$ cat src/rtl/bus_out_pkg.sv
// Shared definitions for the buffered bus output port: serializer state
// encoding and configuration helpers.
package bus_out_pkg;

  // Serializer states
  localparam logic [0:0] ST_IDLE = 1'b0;
  localparam logic [0:0] ST_SEND = 1'b1;

  // Number of bytes carried by one bus word
  function automatic int bytes_per_word(input int data_width);
    return data_width / 8;
  endfunction

  // Legal configuration: whole bytes per word, power-of-two depth of at least 2
  function automatic bit cfg_ok(input int data_width, input int depth);
    return (data_width >= 8) && ((data_width % 8) == 0) &&
           (depth >= 2) && ((depth & (depth - 1)) == 0);
  endfunction

endpackage

$ cat src/rtl/bus_out_fifo_if.sv
// Bus-side and byte-stream-side signals of the buffered output port.
//
// Byte stream handshake: a byte transfers on every rising clk edge where
// tx_valid && tx_ready. Once tx_valid is high it stays high, and tx_data
// stays unchanged, until that transfer happens; tx_valid never depends on
// tx_ready.
interface bus_out_fifo_if #(
  parameter int DATA_WIDTH = 16,
  parameter int DEPTH      = 8
);
  localparam int CW = $clog2(DEPTH) + 1;

  logic                  wr_en;
  logic [DATA_WIDTH-1:0] wr_data;
  logic                  full;
  logic                  empty;
  logic [CW-1:0]         count;
  logic                  overflow;
  logic                  busy;
  logic                  tx_valid;
  logic [7:0]            tx_data;
  logic                  tx_ready;

  // The port itself
  modport slave (
    input  wr_en, wr_data, tx_ready,
    output full, empty, count, overflow, busy, tx_valid, tx_data
  );

  // The bus controller / UART side driving the port
  modport master (
    output wr_en, wr_data, tx_ready,
    input  full, empty, count, overflow, busy, tx_valid, tx_data
  );
endinterface

$ cat src/rtl/bus_out_fifo_sync_fifo.sv
// Synchronous FIFO with registered count/full/empty and a sticky overflow
// flag. Read data is the head entry, read asynchronously from distributed RAM.
module sync_fifo #(
  parameter int DATA_WIDTH = 16,
  parameter int DEPTH      = 8,
  localparam int AW        = $clog2(DEPTH),
  localparam int CW        = AW + 1
) (
  input  logic                  clk,
  input  logic                  s_reset,
  input  logic                  flush,
  input  logic                  wr_en,
  input  logic [DATA_WIDTH-1:0] wr_data,
  input  logic                  rd_en,
  output logic [DATA_WIDTH-1:0] rd_data,
  output logic                  full,
  output logic                  empty,
  output logic [CW-1:0]         count,
  output logic                  overflow
);

  logic [DATA_WIDTH-1:0] mem [DEPTH];
  logic [AW-1:0]         wr_ptr;
  logic [AW-1:0]         rd_ptr;
  logic                  wr_ok;
  logic                  rd_ok;
  logic [CW-1:0]         count_next;

  // full/empty are the registered state at the start of the cycle, so a
  // write while full is dropped even if a pop happens on the same edge
  assign wr_ok   = wr_en && !full;
  assign rd_ok   = rd_en && !empty;
  assign rd_data = mem[rd_ptr];

  // Next occupancy: +1 on write, -1 on pop, unchanged on both or neither
  always_comb begin
    count_next = count;
    case ({wr_ok, rd_ok})
      2'b10:   count_next = count + 1'b1;
      2'b01:   count_next = count - 1'b1;
      default: count_next = count;
    endcase
  end

  // Storage array; contents are don't-care after reset, so no reset here
  always_ff @(posedge clk) begin
    if (wr_ok && !s_reset && !flush) begin
      mem[wr_ptr] <= wr_data;
    end
  end

  // Pointers, occupancy flags and sticky overflow
  always_ff @(posedge clk) begin
    if (s_reset || flush) begin
      wr_ptr   <= '0;
      rd_ptr   <= '0;
      count    <= '0;
      full     <= 1'b0;
      empty    <= 1'b1;
      overflow <= 1'b0;
    end else begin
      if (wr_ok) wr_ptr <= wr_ptr + 1'b1;
      if (rd_ok) rd_ptr <= rd_ptr + 1'b1;
      count <= count_next;
      full  <= (count_next == CW'(DEPTH));
      empty <= (count_next == '0);
      if (wr_en && full) overflow <= 1'b1;
    end
  end

endmodule

$ cat src/rtl/bus_out_fifo.sv
// Buffered processor-bus output port: queues bus words and serialises each
// one into bytes on a valid/ready stream toward the UART transmitter.
module bus_out_fifo
  import bus_out_pkg::*;
#(
  parameter int DATA_WIDTH = 16,
  parameter int DEPTH      = 8,
  parameter int LSB_FIRST  = 0
) (
  input  logic           clk,
  input  logic           s_reset,
  input  logic           flush,
  bus_out_fifo_if.slave  bus,
  output logic [0:0]     dbg_state
);

  localparam int BPW = bytes_per_word(DATA_WIDTH);
  localparam int IW  = (BPW > 1) ? $clog2(BPW) : 1;

  if (!cfg_ok(DATA_WIDTH, DEPTH)) begin : g_bad_cfg
    $error("bus_out_fifo: DATA_WIDTH must be a multiple of 8 (>=8) and DEPTH a power of two (>=2)");
  end

  logic [0:0]            state;
  logic [DATA_WIDTH-1:0] sreg;
  logic [DATA_WIDTH-1:0] sreg_shifted;
  logic [DATA_WIDTH-1:0] head;
  logic [IW-1:0]         idx;
  logic [7:0]            tx_data_q;
  logic                  accept;
  logic                  last_byte;
  logic                  pop;

  // Byte presented on the stream for a given shift-register image
  function automatic logic [7:0] pick(input logic [DATA_WIDTH-1:0] w);
    if (LSB_FIRST != 0) return w[7:0];
    else                return w[DATA_WIDTH-1 -: 8];
  endfunction

  sync_fifo #(
    .DATA_WIDTH (DATA_WIDTH),
    .DEPTH      (DEPTH)
  ) u_fifo (
    .clk      (clk),
    .s_reset  (s_reset),
    .flush    (flush),
    .wr_en    (bus.wr_en),
    .wr_data  (bus.wr_data),
    .rd_en    (pop),
    .rd_data  (head),
    .full     (bus.full),
    .empty    (bus.empty),
    .count    (bus.count),
    .overflow (bus.overflow)
  );

  // tx_valid is exactly the SEND state, so it never depends on tx_ready
  assign accept    = (state == ST_SEND) && bus.tx_ready;
  assign last_byte = (idx == IW'(BPW - 1));
  // Pop when idle, or on the edge the last byte leaves, so words run back to back
  assign pop       = !bus.empty && ((state == ST_IDLE) || (accept && last_byte));

  // Move the next byte into the presentation position
  assign sreg_shifted = (LSB_FIRST != 0) ? (sreg >> 8) : (sreg << 8);

  assign bus.tx_valid = (state == ST_SEND);
  assign bus.busy     = (state == ST_SEND);
  assign bus.tx_data  = tx_data_q;
  assign dbg_state    = state;

  // Serializer FSM: load a word, step through its bytes on each accept
  always_ff @(posedge clk) begin
    if (s_reset || flush) begin
      state     <= ST_IDLE;
      sreg      <= '0;
      idx       <= '0;
      tx_data_q <= 8'h00;
    end else if (pop) begin
      state     <= ST_SEND;
      sreg      <= head;
      idx       <= '0;
      tx_data_q <= pick(head);
    end else if (accept) begin
      if (last_byte) begin
        state <= ST_IDLE;
      end else begin
        idx       <= idx + 1'b1;
        sreg      <= sreg_shifted;
        tx_data_q <= pick(sreg_shifted);
      end
    end
  end

endmodule
$ cat src/flat_wrapper.sv
// flat-port wrapper written by rule: the top's interface ports become plain ports
module bus_out_fifo_flat import bus_out_pkg::*;
#(
  parameter int DATA_WIDTH = 16,
  parameter int DEPTH      = 8,
  parameter int LSB_FIRST  = 0
)
  (clk, s_reset, flush, dbg_state, bus_wr_en, bus_wr_data, bus_tx_ready, bus_full, bus_empty, bus_count, bus_overflow, bus_busy, bus_tx_valid, bus_tx_data);
  bus_out_fifo_if #(.DATA_WIDTH(DATA_WIDTH), .DEPTH(DEPTH)) bus_i ();
  input  logic clk;
  input  logic s_reset;
  input  logic flush;
  output logic [0:0] dbg_state;
  input wire logic [$bits(bus_i.wr_en)-1:0] bus_wr_en;
  input wire logic [$bits(bus_i.wr_data)-1:0] bus_wr_data;
  input wire logic [$bits(bus_i.tx_ready)-1:0] bus_tx_ready;
  output wire logic [$bits(bus_i.full)-1:0] bus_full;
  output wire logic [$bits(bus_i.empty)-1:0] bus_empty;
  output wire logic [$bits(bus_i.count)-1:0] bus_count;
  output wire logic [$bits(bus_i.overflow)-1:0] bus_overflow;
  output wire logic [$bits(bus_i.busy)-1:0] bus_busy;
  output wire logic [$bits(bus_i.tx_valid)-1:0] bus_tx_valid;
  output wire logic [$bits(bus_i.tx_data)-1:0] bus_tx_data;
  assign bus_i.wr_en = bus_wr_en;
  assign bus_i.wr_data = bus_wr_data;
  assign bus_i.tx_ready = bus_tx_ready;
  assign bus_full = bus_i.full;
  assign bus_empty = bus_i.empty;
  assign bus_count = bus_i.count;
  assign bus_overflow = bus_i.overflow;
  assign bus_busy = bus_i.busy;
  assign bus_tx_valid = bus_i.tx_valid;
  assign bus_tx_data = bus_i.tx_data;
  bus_out_fifo #(.DATA_WIDTH(DATA_WIDTH), .DEPTH(DEPTH), .LSB_FIRST(LSB_FIRST)) u_core (.clk(clk), .s_reset(s_reset), .flush(flush), .bus(bus_i), .dbg_state(dbg_state));
endmodule
$ cat config.mk
export PLATFORM = sky130hd
export DESIGN_NAME = bus_out_fifo_flat
export DESIGN_NICKNAME = d
export VERILOG_FILES = /design/src/rtl/bus_out_pkg.sv /design/src/rtl/bus_out_fifo_if.sv /design/src/rtl/bus_out_fifo_sync_fifo.sv /design/src/rtl/bus_out_fifo.sv /design/src/flat_wrapper.sv
export SDC_FILE = /design/constraint.sdc
export NUM_CORES = 1
export LEC_CHECK = 0
export CORE_MARGIN = 8
export CORE_UTILIZATION = 45
export DETAILED_ROUTE_END_ITERATION = 6
export GPL_ROUTABILITY_DRIVEN = 0
export PLACE_DENSITY = 0.61
export SLEW_MARGIN = 5
export SYNTH_ARGS = -nofsm -noshare
export SYNTH_HDL_FRONTEND = slang
export SYNTH_SLANG_ARGS = --single-unit
$ cat constraint.sdc
create_clock -name clk -period 3.6 [get_ports clk]
set_input_delay 0.9 -clock clk [delete_from_list [all_inputs] [get_ports clk]]
set_output_delay 0.9 -clock clk [all_outputs]
set_load 0.02 [all_outputs]
Word level (Yosys, flattened, before mapping)
Memories as Yosys holds them, arrays and structs flattened. A register that Yosys moved wholly into a read port is not among the register bits. Cells that the tools add are included. W data, S select, Z words.

Add/subtract/negate cells: 5. Equality and inequality tests: 4. Multiplexer cells: 15. Bitwise operators: 1. Reduce and logical (&&, ||, !) cells: 20.

Operator list (count): $mux W8 (6); $logic_and A1 B1 Y1 (8); $pmux W4 S2 (1); $add A3 B1 Y3 const B (2); $mux W1 (6); $mux W3 (2); $add A4 B1 Y4 const B (1); $eq A4 B4 Y1 const B (1); $logic_not A1 Y1 (4); $logic_not A4 Y1 (1); $reduce_and A2 Y1 (2); $reduce_bool A2 Y1 (2); $sub A4 B1 Y4 const B (1); $eq A2 B1 Y1 const B (1); $eq A2 B2 Y1 const B (1); $logic_or A1 B1 Y1 (2); $ne A2 B2 Y1 const B (1); $reduce_or A2 Y1 (1); $add A1 B1 Y1 const B (1); $not A1 Y1 (1).

Register bits after elaboration: 31. Bits in writable memories: 128. Input bits: 21. Output and inout port bits: 18. Memories kept: 1.

Memory list: u_core.u_fifo.mem (depth 8, bits a word 16, read ports 1, clocked after memory_dff 1, write ports 1, RTL line bus_out_fifo_sync_fifo.sv:22) `logic [DATA_WIDTH-1:0] mem [DEPTH];`.

Depth between registers and ports, before layout
Gate-level depths: netlist of run 1.

Word-level depth: 8. Depth in mapped cells: 10.

Hierarchy
Synthesis of run 1 repeated with hierarchy kept, for this count alone.

Cells, all modules: 369. Area total of the unflattened synthesis: 6603.8 um^2.

Modules (own cells, without submodules): sync_fifo (times used 1, cells each 274, area an instance 5690.5 um^2, sequential area each 4164.0 um^2); bus_out_fifo (times used 1, cells each 95, area an instance 913.4 um^2, sequential area each 360.3 um^2).

Least setup slack after synthesis of run 1
Ideal clock, no wire load.

Path type: input to register. Start: input s_reset. End: memory u_core.u_fifo.mem[1][0], enable pin. Data arrival time: 2628 ps. Data required time: 3191 ps. Path slack: 563 ps. Stages on the path: 4. Cells stage by stage: nor2_1 clkbuf_1 nand3_1 nor3_1.

Cells in the longest elaborated chain, start to end: 5.

RTL lines: start: declaration (RTL line flat_wrapper.sv:11) `input logic s_reset;`; $logic_not A1 Y1 (RTL line bus_out_fifo_sync_fifo.sv:47) `if (wr_ok && !s_reset && !flush) begin`; $logic_and A1 B1 Y1 (2 in series) (RTL line bus_out_fifo_sync_fifo.sv:47); $mux W1 (RTL line bus_out_fifo_sync_fifo.sv:47); $mux W1 (implied by the code) (RTL line bus_out_fifo_sync_fifo.sv:48) `mem[wr_ptr] <= wr_data;`; end: declaration (RTL line bus_out_fifo_sync_fifo.sv:22).

Every way passes these cells.

Final worst setup path of run 1
Start: input bus_wr_en. End: register u_core.u_fifo.empty.

Cells in the longest elaborated chain, start to end: 4. Elaborated cells on any way between the ends: 5. Those cells by class: 2 x eq/ne; 1 x mux; 2 x reduce/logical.

RTL lines: start: declaration (RTL line flat_wrapper.sv:14) `input wire logic [$bits(bus_i.wr_en)-1:0] bus_wr_en;`; $logic_and A1 B1 Y1 * (RTL line bus_out_fifo_sync_fifo.sv:31) `assign wr_ok = wr_en && !full;`; $eq A2 B1 Y1 or $eq A2 B2 Y1 (tied branches) (RTL line bus_out_fifo_sync_fifo.sv:38) `case ({wr_ok, rd_ok})`; $pmux W4 S2 * (RTL line bus_out_fifo_sync_fifo.sv:38); $logic_not A4 Y1 * (RTL line bus_out_fifo_sync_fifo.sv:66) `empty <= (count_next == '0);`; end signal: assignment (RTL line bus_out_fifo_sync_fifo.sv:66); end: declaration (RTL line bus_out_fifo_sync_fifo.sv:17) `output logic empty,`.

Mark *: on every way between the ends. The rest lies on a longest branch, timed or not. A chain may end at the register's enable or synchronous reset.

==> summary.txt, run 1 <==
Status
  – Status: completed

Power
  – Pleak: 0.00244 µW
  – P per Cell Area: 555 mW/mm²
  – VDD IR max: 0.329 mV

Synth
  – Area share of fa/ha/maj cells after synthesis: 0.995%
  – Avg Inst Size Synth: 18.8 µm²
  – Synth warn: 0
  – Number of flops mapped to enable cells by yosys: 128
  – Post-synthesis compound-gate area fraction: 4.74%
  – Synth Area in XOR/XNOR: 0.836%
  – Synth Flop Type: edfxtp_1
  – Area contributors post-synth: edfxtp_1 61%, dfxtp_1 11%, mux4_2 11%, mux2i_1 3.0%, a21oi_1 1.2%
  – Syn Inst Count: 335
  – Largest family of logic cells by synthesized area: multiplexers
  – FFs w/ async S/R, synth: 0%
  – Share of the synthesized area in the top cell type: 61.1%
  – #FFs+latches synth: 162
  – Syn nets: 361
  – Synth Area in Simple Gates: 4.28%
  – Mux share of post-synthesis cell area: 14.8%
  – Post-Syn Area: 0.00629 mm²
  – Seq/Total Area, Yosys: 72.0%
  – Unique cell type count in the Yosys netlist: 43
  – Cell taking the most area after synthesis: edfxtp_1

Clock network
  – Root buf cell: clkbuf_16
  – Clock sink count: 162
  – Cts repair resizes: 0
  – Clk buf depth: 2
  – Clock Latency Late Sink: 420 ps
  – CTS tree: built
  – CTS Hold Buffers Added: 0
  – Post-CTS Setup Bufs: 0
  – H-tree Lvls: 4
  – Num CTS Buffers: 17
  – Clock transition at the registers of the reported paths: 60 ps

Setup path
  – CP max stage delay: 480 ps
  – Crit-path cells: clkdlybuf4s50_1 > and2b_1 > inv_1 > ha_1 > xor2_1 > ha_1 > a21oi_2 > mux2i_1 > mux2_4 > o31ai_2
  – Crit start category: input port
  – CP Max Fanout: 5
  – CP Capture Type: register
  – Worst R2R Path Depth: 9
  – Levels on crit path: 10
  – Most frequent CP cell: ha_1
  – CP bufs+invs: 2
  – Kind of critical path: input port to register
  – Worst path required time: 3940 ps
  – Crit path DAT: 3350 ps
  – Crit-path leading delay family: multiplexers
  – CP max stage cell: clkdlybuf4s50_1

Floorplanning
  – Die height: 134 µm
  – Starting Density: 45.6%
  – IO Count: 39
  – Site Rows: 43
  – Die W: 134 µm
  – Core box area: 0.0138 mm²
  – Die area: 0.0180 mm²

Cells and area
  – Final Non-Filler Cells: 587
  – Final antenna diode count: 0
  – # fillers: 1075
  – Final net count: 420
  – Final Util: 54.7%
  – Share of post-route cells with drive strength above 1: 22.6%
  – P&R area growth vs syn: 19.9%

Global route
  – Overall routing resource usage: 14.5%
  – Vias in the first global route: 3309
  – Initial antenna violation count: 0
  – Pin count of the biggest net entering global routing: 31
  – First-pass GRT wire length: 19.2 mm
  – GR Overflow Total: 0

Timing
  – Clock skew: 5.20 ps
  – Final Hold Viols: 0
  – Setup Viol. Count Final: 0
  – Fin crit period: 3010 ps
  – Achievable frequency: 0.332 GHz
  – RSZ-0062 raised after global routing: false
  – Worst-margin pin slew: 723 ps
  – Setup TNS: 0 ps
  – Worst slew margin: 51.8%
  – Slew Viols, Final: 0
  – Period Utilization, post-route: 83.6%

Routing
  – Via Count: 3184
  – DR iter-0 viols: 223
  – Final ANT Viol Nets: 0
  – Pre-Repair DR Iteration Count: 4
  – Drt drc: 0
  – Wirelength per Cell: 20.9 µm
  – Drt total wl: 12.3 mm
  – Via/cell ratio: 5.42

Placement
  – Placed cell count: 555
  – Port Buf Inserts: 38
  – DPL Wire Length: 7.51 mm

Hold path
  – Hold Path Class: register to register
  – Hold path cells: 1

Flow run
  – Max-cap violations: 0
## cell usage after synthesis (4+ instances only)
cell	instances
a21oi_1	15
buf_2	6
buf_4	4
dfxtp_1	34
edfxtp_1	128
ha_1	5
mux2i_1	19
mux4_2	30
nand2_1	8
nor2_1	18
nor2b_1	4
o221ai_1	7
o2bb2ai_1	8
xor2_1	4
## state kept, by name (all words and copies together), names as in the netlist, 3 cells and up, named ones only
signal / count
u_core.bus.tx_data: 8
u_core.u_fifo.rd_ptr: 3
u_core.u_fifo.wr_ptr: 3
u_core.u_fifo.mem: 128
u_core.u_fifo.count: 4
u_core.sreg: 8
## power breakdown
part           leakage, µW  switching (µW)  internal, µW  total, µW
registers          0.00143            21.5          2040       2060
logic             0.000702             103          96.2        199
clock network     0.000313             693          1230       1930
## layout by cell type, fill, tap and decap left out, drive strengths merged, types with 5 or more instances in the layout
cell type	instances
nand2	8
mux2i	19
clkdlybuf4s50	38
o221ai	7
a21oi	18
o2bb2ai	8
edfxtp	128
dfxtp	34
buf	19
mux4	32
ha	5
clkbuf	23
nor2	19
## per-layer routing
metal  GRT usage (%)  wire (µm)  share of wire [%]
met1            18.2       5430                 44
met3            3.66        679                5.5
met2            23.4       5950                 48
met4            6.55        228                1.9
met5               0          0                  0
## final cells by class
cell class	instances	area (µm²)	share of cell area, %
Multi-Input combinational cell	155	1620	21.5
Tap cell	180	225	2.99
Clock inverter	9	151	2.01
Clock buffer	23	488	6.47
Inverter	1	3.75	0.0498
Timing Repair Buffer	57	523	6.94
Sequential cell	162	4530	60.0
## kinds of logic after synthesis
kind of cell               after synthesis
adders and majority gates                5
and+or+nand+nor                         50
muxes                                   52
xor gates and xnor gates                 6
DFF                                    162
buffers and inverters                   18
AOI/OAI and AO/OA                       42
## through the flow
step / hold slack, ps / power, µW / cell area [µm²] / setup WS [ps]
global placement: 446 / 2290 / 6900 / 237
finish: 473 / 4180 / 7540 / 590
detailed placement: 446 / 2300 / 6900 / 149
global route: 478 / 4300 / 7540 / 371
floorplan: 433 / 2220 / 6290 / 563
CTS: 469 / 4220 / 7540 / 591
## final timing paths
path                                          from             endpoint  slack [ps]
worst max-delay path                     bus_wr_en  u_core.u_fifo.empty         590
worst min-delay path                u_core.sreg[5]       u_core.sreg[5]         470
worst max register to register  u_core.u_fifo.full  u_core.u_fifo.empty        1170
worst min register to register      u_core.sreg[5]       u_core.sreg[5]         470
Power figures use the tool's default switching activity.
==> inputs of run 2 (changes only) <==
--- a/config.mk
+++ b/config.mk
@@ -9,7 +9,7 @@
 export CORE_UTILIZATION = 45
 export DETAILED_ROUTE_END_ITERATION = 6
 export GPL_ROUTABILITY_DRIVEN = 0
-export PLACE_DENSITY = 0.61
+export PLACE_DENSITY = 0.64
 export SLEW_MARGIN = 5
 export SYNTH_ARGS = -nofsm -noshare
 export SYNTH_HDL_FRONTEND = slang
==> constraint.sdc (replaced) <==
create_clock -name clk -period 2.6 [get_ports clk]
set_input_delay 0.65 -clock clk [delete_from_list [all_inputs] [get_ports clk]]
set_output_delay 0.65 -clock clk [all_outputs]
set_load 0.02 [all_outputs]
==> run 2 against run 1 <==
Effect of this change: clock-buffer cell count rose by 1; non-clock buffer count rose by 17; cell area rose by 1.4%; critical path type unchanged; total power rose by 32%; utilization rose by 0.78 points; register-to-register slack got worse by 780 ps; sequential share of layout area fell by 0.85 points; first-iteration DRC count rose by 8.5%.
==> summary.txt, run 2 (synthesized netlist as in run 1, its figures left out) <==
Clock network
  – Clk buf depth: 2 (unchanged)
  – H-tree Lvls: 4 (unchanged)
  – Root buf cell: clkbuf_16 (unchanged)
  – Clock Latency Late Sink: 420 ps (about the same)
  – Clock transition at the registers of the reported paths: 60 ps (about the same)
  – Num CTS Buffers: 17 (unchanged)
  – CTS Hold Buffers Added: 0 (unchanged)
  – CTS tree: built (unchanged)
  – Clock sink count: 162 (unchanged)

Timing
  – Setup Viol. Count Final: 0 (unchanged)
  – Fin crit period: 2530 ps
  – Final Hold Viols: 0 (unchanged)
  – Period Utilization, post-route: 97.2%
  – Slew Viols, Final: 0 (unchanged)
  – Achievable frequency: 0.396 GHz
  – Worst-margin pin slew: 449 ps (was 723 ps)
  – RSZ-0062 raised after global routing: false (unchanged)
  – Clock skew: 10.4 ps (was 5.20 ps)
  – Worst slew margin: 70.1% (was 51.8%)

Setup path
  – Worst path required time: 2930 ps (was 3940 ps)
  – CP max stage delay: 470 ps (was 480 ps)
  – Crit path DAT: 2860 ps (was 3350 ps)
  – Kind of critical path: input port to register (unchanged)
  – R2R Path End: u_core.u_fifo.empty (unchanged)
  – Worst reg2reg startpoint: u_core.u_fifo.full (unchanged)
  – Crit start category: input port (unchanged)
  – R2R Setup Slk: 390 ps (was 1170 ps)
  – CP max stage cell: clkdlybuf4s50_1 (unchanged)
  – Worst R2R Path Depth: 9 (unchanged)
  – CP Capture Type: register (unchanged)
  – Crit-path cells: clkdlybuf4s50_1 > and2b_1 > inv_1 > ha_4 > xor2_1 > ha_2 > a21oi_2 > mux2i_2 > mux2_4 > o31ai_2 (was clkdlybuf4s50_1 > and2b_1 > inv_1 > ha_1 > xor2_1 > ha_1 > a21oi_2 > mux2i_1 > mux2_4 > o31ai_2)
  – CP Max Fanout: 2 (was 5)

Hold path
  – Hold Path Class: register to register (unchanged)
  – Min-Delay Endpoint: u_core.u_fifo.overflow (was u_core.sreg[5])
  – Hold Startpoint: u_core.u_fifo.overflow (was u_core.sreg[5])
  – Hold path cells: 2 (was 1)

Global route
  – Vias in the first global route: 3478 (was 3309)
  – Initial antenna violation count: 0 (unchanged)
  – GR Overflow Total: 0 (unchanged)
  – First-pass GRT wire length: 19.7 mm (was 19.2 mm)
  – Overall routing resource usage: 14.6% (was 14.5%)
  – Pin count of the biggest net entering global routing: 23 (was 31)

Power
  – Pleak: 0.00251 µW (was 0.00244 µW)
  – P per Cell Area: 721 mW/mm² (was 555 mW/mm²)
  – VDD IR max: 0.420 mV (was 0.329 mV)
  – Tot Pwr: 5510 µW (was 4180 µW)

Floorplanning
  – IO Count: 39 (unchanged)
  – Die W: 134 µm (unchanged)
  – Die height: 134 µm (unchanged)
  – Starting Density: 45.6% (unchanged)
  – Core box area: 0.0138 mm² (unchanged)
  – Die area: 0.0180 mm² (unchanged)
  – Site Rows: 43 (unchanged)

Routing
  – Via Count: 3265 (was 3184)
  – Pre-Repair DR Iteration Count: 4 (unchanged)
  – DR iter-0 viols: 242 (was 223)
  – Wirelength per Cell: 20.7 µm (was 20.9 µm)
  – Drt drc: 0 (unchanged)
  – Final ANT Viol Nets: 0 (unchanged)
  – Drt total wl: 12.5 mm (was 12.3 mm)
  – Via/cell ratio: 5.41 (was 5.42)

Flow run
  – Max-cap violations: 0 (unchanged)

Cells and area
  – Final Util: 55.5% (was 54.7%)
  – Final Instance Area: 0.00764 mm² (was 0.00754 mm²)
  – Final net count: 437 (was 420)
  – Largest Register: u_core.u_fifo.mem (unchanged)
  – P&R area growth vs syn: 21.6% (was 19.9%)
  – Final antenna diode count: 0 (unchanged)
  – Commonest non-fill, non-tap cell in the layout: edfxtp_1 (unchanged)
  – Max FFs per register: 128 (unchanged)
  – Share of post-route cells with drive strength above 1: 26.7% (was 22.6%)
  – Most frequent cells in the layout: 128 x edfxtp_1, 37 x clkdlybuf4s50_1, 35 x buf_4 (was 128 x edfxtp_1, 38 x clkdlybuf4s50_1, 33 x dfxtp_1)

Placement
  – Port Buf Inserts: 38 (unchanged)
  – DPL Wire Length: 8.13 mm (was 7.51 mm)
  – Placed cell areas: 0.00704 mm² (was 0.00690 mm²)

Status
  – Status: completed (unchanged)
run 2: cell type report:
type,instances,area (µm²)
well taps,180,225
fillers,1100,6130
multi-input cells,155,1650
clock inverters,8,47.5
repair buffers,74,666
inverters,1,3.75
flip-flops and latches,162,4530
clock buffers,24,526
run 2: where the power goes:
part / total, µW / internal (µW) / switching [µW]
logic: 306 / 151 / 155
registers: 2850 / 2820 / 26.9
clock network: 2360 / 1410 / 945
total: 5510 / 4380 / 1130
run 2: worst max-delay path by stage:
stage	slack [ps]	from	end	cells past startpoint
global route	10	bus_wr_en	u_core.u_fifo.empty	10
finish	70	bus_wr_en	u_core.u_fifo.empty	10
global placement	-280	bus_wr_en	u_core.u_fifo.empty	10
CTS	90	bus_wr_en	u_core.u_fifo.empty	10
detailed placement	-340	bus_wr_en	u_core.u_fifo.empty	10
floorplan	20	bus_tx_ready	u_core.u_fifo.empty	10
run 2: per-stage QoR:
step | setup TNS (ps) | cells | worst slack, ps | hold slack, ps
6_report | 0 | 604 | 73.6 | 474
5_1_grt | 0 | 604 | 10.6 | 500
4_1_cts | 0 | 603 | 91.4 | 468
3_5_place_dp | -4190 | 571 | -344 | 448
3_3_place_gp | -4110 | 571 | -280 | 450
2_1_floorplan | 0 | 335 | 19.7 | 433
run 2: metal layers:
layer | up-vias | track usage (%) | part of all wire [%]
met5 | - | 0 | 0
met4 | 0 | 6.74 | 1.7
met3 | 17 | 3.29 | 4.6
met2 | 78 | 23.2 | 48
met1 | 1670 | 18.8 | 45
li1 | 1500 | - | -
run 2: worst max-delay path: cells and delay by family:
| kind | cells | cell delay (ps) |
|---|---|---|
| buffers and inverters | 2 | 550 |
| multiplexers | 2 | 610 |
| AND/OR/NAND/NOR | 1 | 150 |
| adder cells (fa/ha/maj) | 2 | 370 |
| XOR/XNOR | 1 | 160 |
| AO/OA/AOI/OAI | 2 | 370 |
run 2: what timing repair did:
item | 4_1_cts | 5_1_grt
gates resized for setup | 0 | 6
endpoints found under the hold margin | 0 | 0
setup buffers | 0 | 1
endpoints found under the setup margin | 0 | 1
==> inputs of run 3 (changes only) <==
--- a/config.mk
+++ b/config.mk
@@ -7,9 +7,10 @@
 export LEC_CHECK = 0
 export CORE_MARGIN = 8
 export CORE_UTILIZATION = 45
+export CTS_CLUSTER_DIAMETER = 50
 export DETAILED_ROUTE_END_ITERATION = 6
 export GPL_ROUTABILITY_DRIVEN = 0
-export PLACE_DENSITY = 0.64
+export PLACE_DENSITY = 0.68
 export SLEW_MARGIN = 5
 export SYNTH_ARGS = -nofsm -noshare
 export SYNTH_HDL_FRONTEND = slang
==> constraint.sdc (replaced) <==
create_clock -name clk -period 2.5 [get_ports clk]
set_input_delay 0.625 -clock clk [delete_from_list [all_inputs] [get_ports clk]]
set_output_delay 0.625 -clock clk [all_outputs]
set_load 0.02 [all_outputs]
==> run 3 against run 2 <==
Effect of this change: register-to-register slack got worse by 60 ps; clock power increased by 15%; critical path depth unchanged; routed wire length decreased by 3.2%; utilization increased by 0.27 points; worst hold slack got worse by 7.9 ps; sequential cell count unchanged; setup slack improved by 130 ps; cell area increased by 0.49%; sequential share of layout area decreased by 0.29 points; largest power group unchanged; highest routed layer unchanged.
==> summary.txt, run 3 (synthesized netlist as in run 1, its figures left out) <==
Status
  – Status: completed (unchanged)

Setup path
  – Kind of critical path: input port to register (unchanged)
  – Crit-path cells: dlygate4sd2_1 > nand2_1 > a21oi_4 > ha_4 > xor2_1 > ha_2 > nor3b_2 > o21ai_0 > mux2_4 > o31ai_4 (was clkdlybuf4s50_1 > and2b_1 > inv_1 > ha_4 > xor2_1 > ha_2 > a21oi_2 > mux2i_2 > mux2_4 > o31ai_2)
  – CP max stage delay: 310 ps (was 470 ps)
  – Crit start category: input port (unchanged)
  – CP Max Fanout: 5 (was 2)
  – CP Capture Type: register (unchanged)
  – Crit path DAT: 2630 ps (was 2860 ps)
  – Worst path required time: 2840 ps (was 2930 ps)
  – R2R Setup Slk: 330 ps (was 390 ps)
  – CP max stage cell: mux2_4 (was clkdlybuf4s50_1)

Timing
  – WHS: 466 ps (was 474 ps)
  – Clock skew: 8.43 ps (was 10.4 ps)
  – Slew Viols, Final: 0 (unchanged)
  – Period Utilization, post-route: 91.7%
  – Worst-margin pin slew: 428 ps (was 449 ps)
  – Worst slew margin: 71.2% (was 70.1%)
  – RSZ-0062 raised after global routing: false (unchanged)
  – Setup Viol. Count Final: 0 (unchanged)
  – Final Hold Viols: 0 (unchanged)
  – Achievable frequency: 0.436 GHz
  – Fin crit period: 2290 ps

Cells and area
  – Largest Register: u_core.u_fifo.mem (unchanged)
  – # fillers: 1064 (was 1100)
  – P&R area growth vs syn: 22.2% (was 21.6%)
  – Commonest non-fill, non-tap cell in the layout: edfxtp_1 (unchanged)
  – Max FFs per register: 128 (unchanged)
  – Share of post-route cells with drive strength above 1: 26.7% (about the same)
  – Final net count: 436 (was 437)
  – Most frequent cells in the layout: 128 x edfxtp_1, 36 x clkdlybuf4s50_1, 35 x buf_4 (was 128 x edfxtp_1, 37 x clkdlybuf4s50_1, 35 x buf_4)
  – Final Instance Area: 0.00768 mm² (was 0.00764 mm²)
  – Final antenna diode count: 0 (unchanged)

Routing
  – Via Count: 3239 (was 3265)
  – DR iter-0 viols: 332 (was 242)
  – Drt total wl: 12.1 mm (was 12.5 mm)
  – Wirelength per Cell: 20.1 µm (was 20.7 µm)
  – Via/cell ratio: 5.37 (was 5.41)
  – Drt drc: 0 (unchanged)
  – Final ANT Viol Nets: 0 (unchanged)
  – Pre-Repair DR Iteration Count: 4 (unchanged)

Floorplanning
  – Core box area: 0.0138 mm² (unchanged)
  – Die area: 0.0180 mm² (unchanged)
  – IO Count: 39 (unchanged)
  – Starting Density: 45.6% (unchanged)
  – Site Rows: 43 (unchanged)
  – Die height: 134 µm (unchanged)
  – Die W: 134 µm (unchanged)

Hold path
  – Hold Path Class: register to register (unchanged)

Flow run
  – Max-cap violations: 0 (unchanged)

Clock network
  – Root buf cell: clkbuf_16 (unchanged)
  – Clock transition at the registers of the reported paths: 60 ps (about the same)
  – CTS tree: built (unchanged)
  – Clock sink count: 162 (unchanged)
  – Clock Latency Late Sink: 420 ps (about the same)
  – Num CTS Buffers: 17 (unchanged)
  – H-tree Lvls: 4 (unchanged)
  – Clk buf depth: 2 (unchanged)

Global route
  – Pin count of the biggest net entering global routing: 23 (unchanged)
  – Initial antenna violation count: 0 (unchanged)
  – First-pass GRT wire length: 19.6 mm (was 19.7 mm)
  – Overall routing resource usage: 14.5% (was 14.6%)
  – GR Overflow Total: 0 (unchanged)
  – Vias in the first global route: 3470 (was 3478)

Placement
  – DPL Wire Length: 8.00 mm (was 8.13 mm)
  – Port Buf Inserts: 38 (unchanged)
  – Placed cell areas: 0.00704 mm² (about the same)

Power
  – VDD IR max: 0.545 mV (was 0.420 mV)
  – Pleak: 0.00251 µW (about the same)
  – P per Cell Area: 780 mW/mm² (was 721 mW/mm²)
## run 3: cell count changes in the layout (fill, tap and decap cells not counted), sizes merged
cell           previous run  this run
clkinv                    8         3
bufinv                    0         4
clkbuf                   24        20
clkinvlp                  0         3
inv                       1         3
buf                      36        35
clkdlybuf4s50            37        36
dlygate4sd2               0         1
## run 3: critical path, delay by kind of cell
family | cells | cell delay (ps)
xor+xnor | 1 | 150
fa+ha+maj | 2 | 450
simple gates | 2 | 310
compound gates | 3 | 500
buf+inv | 1 | 290
mux | 1 | 310
## run 3: final timing paths
path,cells after the start,from,end
max,10,bus_tx_ready,u_core.u_fifo.empty
min,1,u_core.sreg[2],u_core.sreg[2]
max reg2reg,9,u_core.idx,u_core.u_fifo.empty
min reg2reg,1,u_core.sreg[2],u_core.sreg[2]
## run 3: cell type report
| cell class | count | area (µm²) | area share (%) |
|---|---|---|---|
| sequential | 162 | 4530 | 58.9 |
| multi-input combinational | 155 | 1660 | 21.6 |
| timing repair buffer | 73 | 644 | 8.39 |
| clock buffer | 20 | 447 | 5.81 |
| tap | 180 | 225 | 2.93 |
| clock inverter | 12 | 179 | 2.33 |
| inverter | 1 | 3.75 | 0.0489 |
## run 3: what timing repair did
item	in CTS	in global routing
resized for setup	1	3
hold buffers	0	0
endpoints found under the setup margin	1	1
pin swaps	0	1
setup buffers	0	1
## run 3: report_power, final
part	switching, µW	internal, µW
combinational	166	156
sequential	23.7	2930
clock	1010	1700
## run 3: through the flow
step	utilization (%)	setup TNS, ps	std cells	power [µW]	setup WS, ps
final	55.8	0	603	5990	206
after global routing	55.8	0	603	6190	48.0
after CTS	55.6	0	602	6040	21.1
after detailed placement	51.1	-11260	570	3340	-501
after global placement	51.1	-11170	570	3320	-451
after floorplan	-	-1370	335	3200	-42.7
## run 3: layer usage
metal	up-vias	global-route usage, %	part of all wire (%)
met2	78	22.9	49
met1	1653	18.7	44
met5	-	0	0
met4	0	7.05	2.0
met3	12	3.07	5.1
li1	1496	-	-
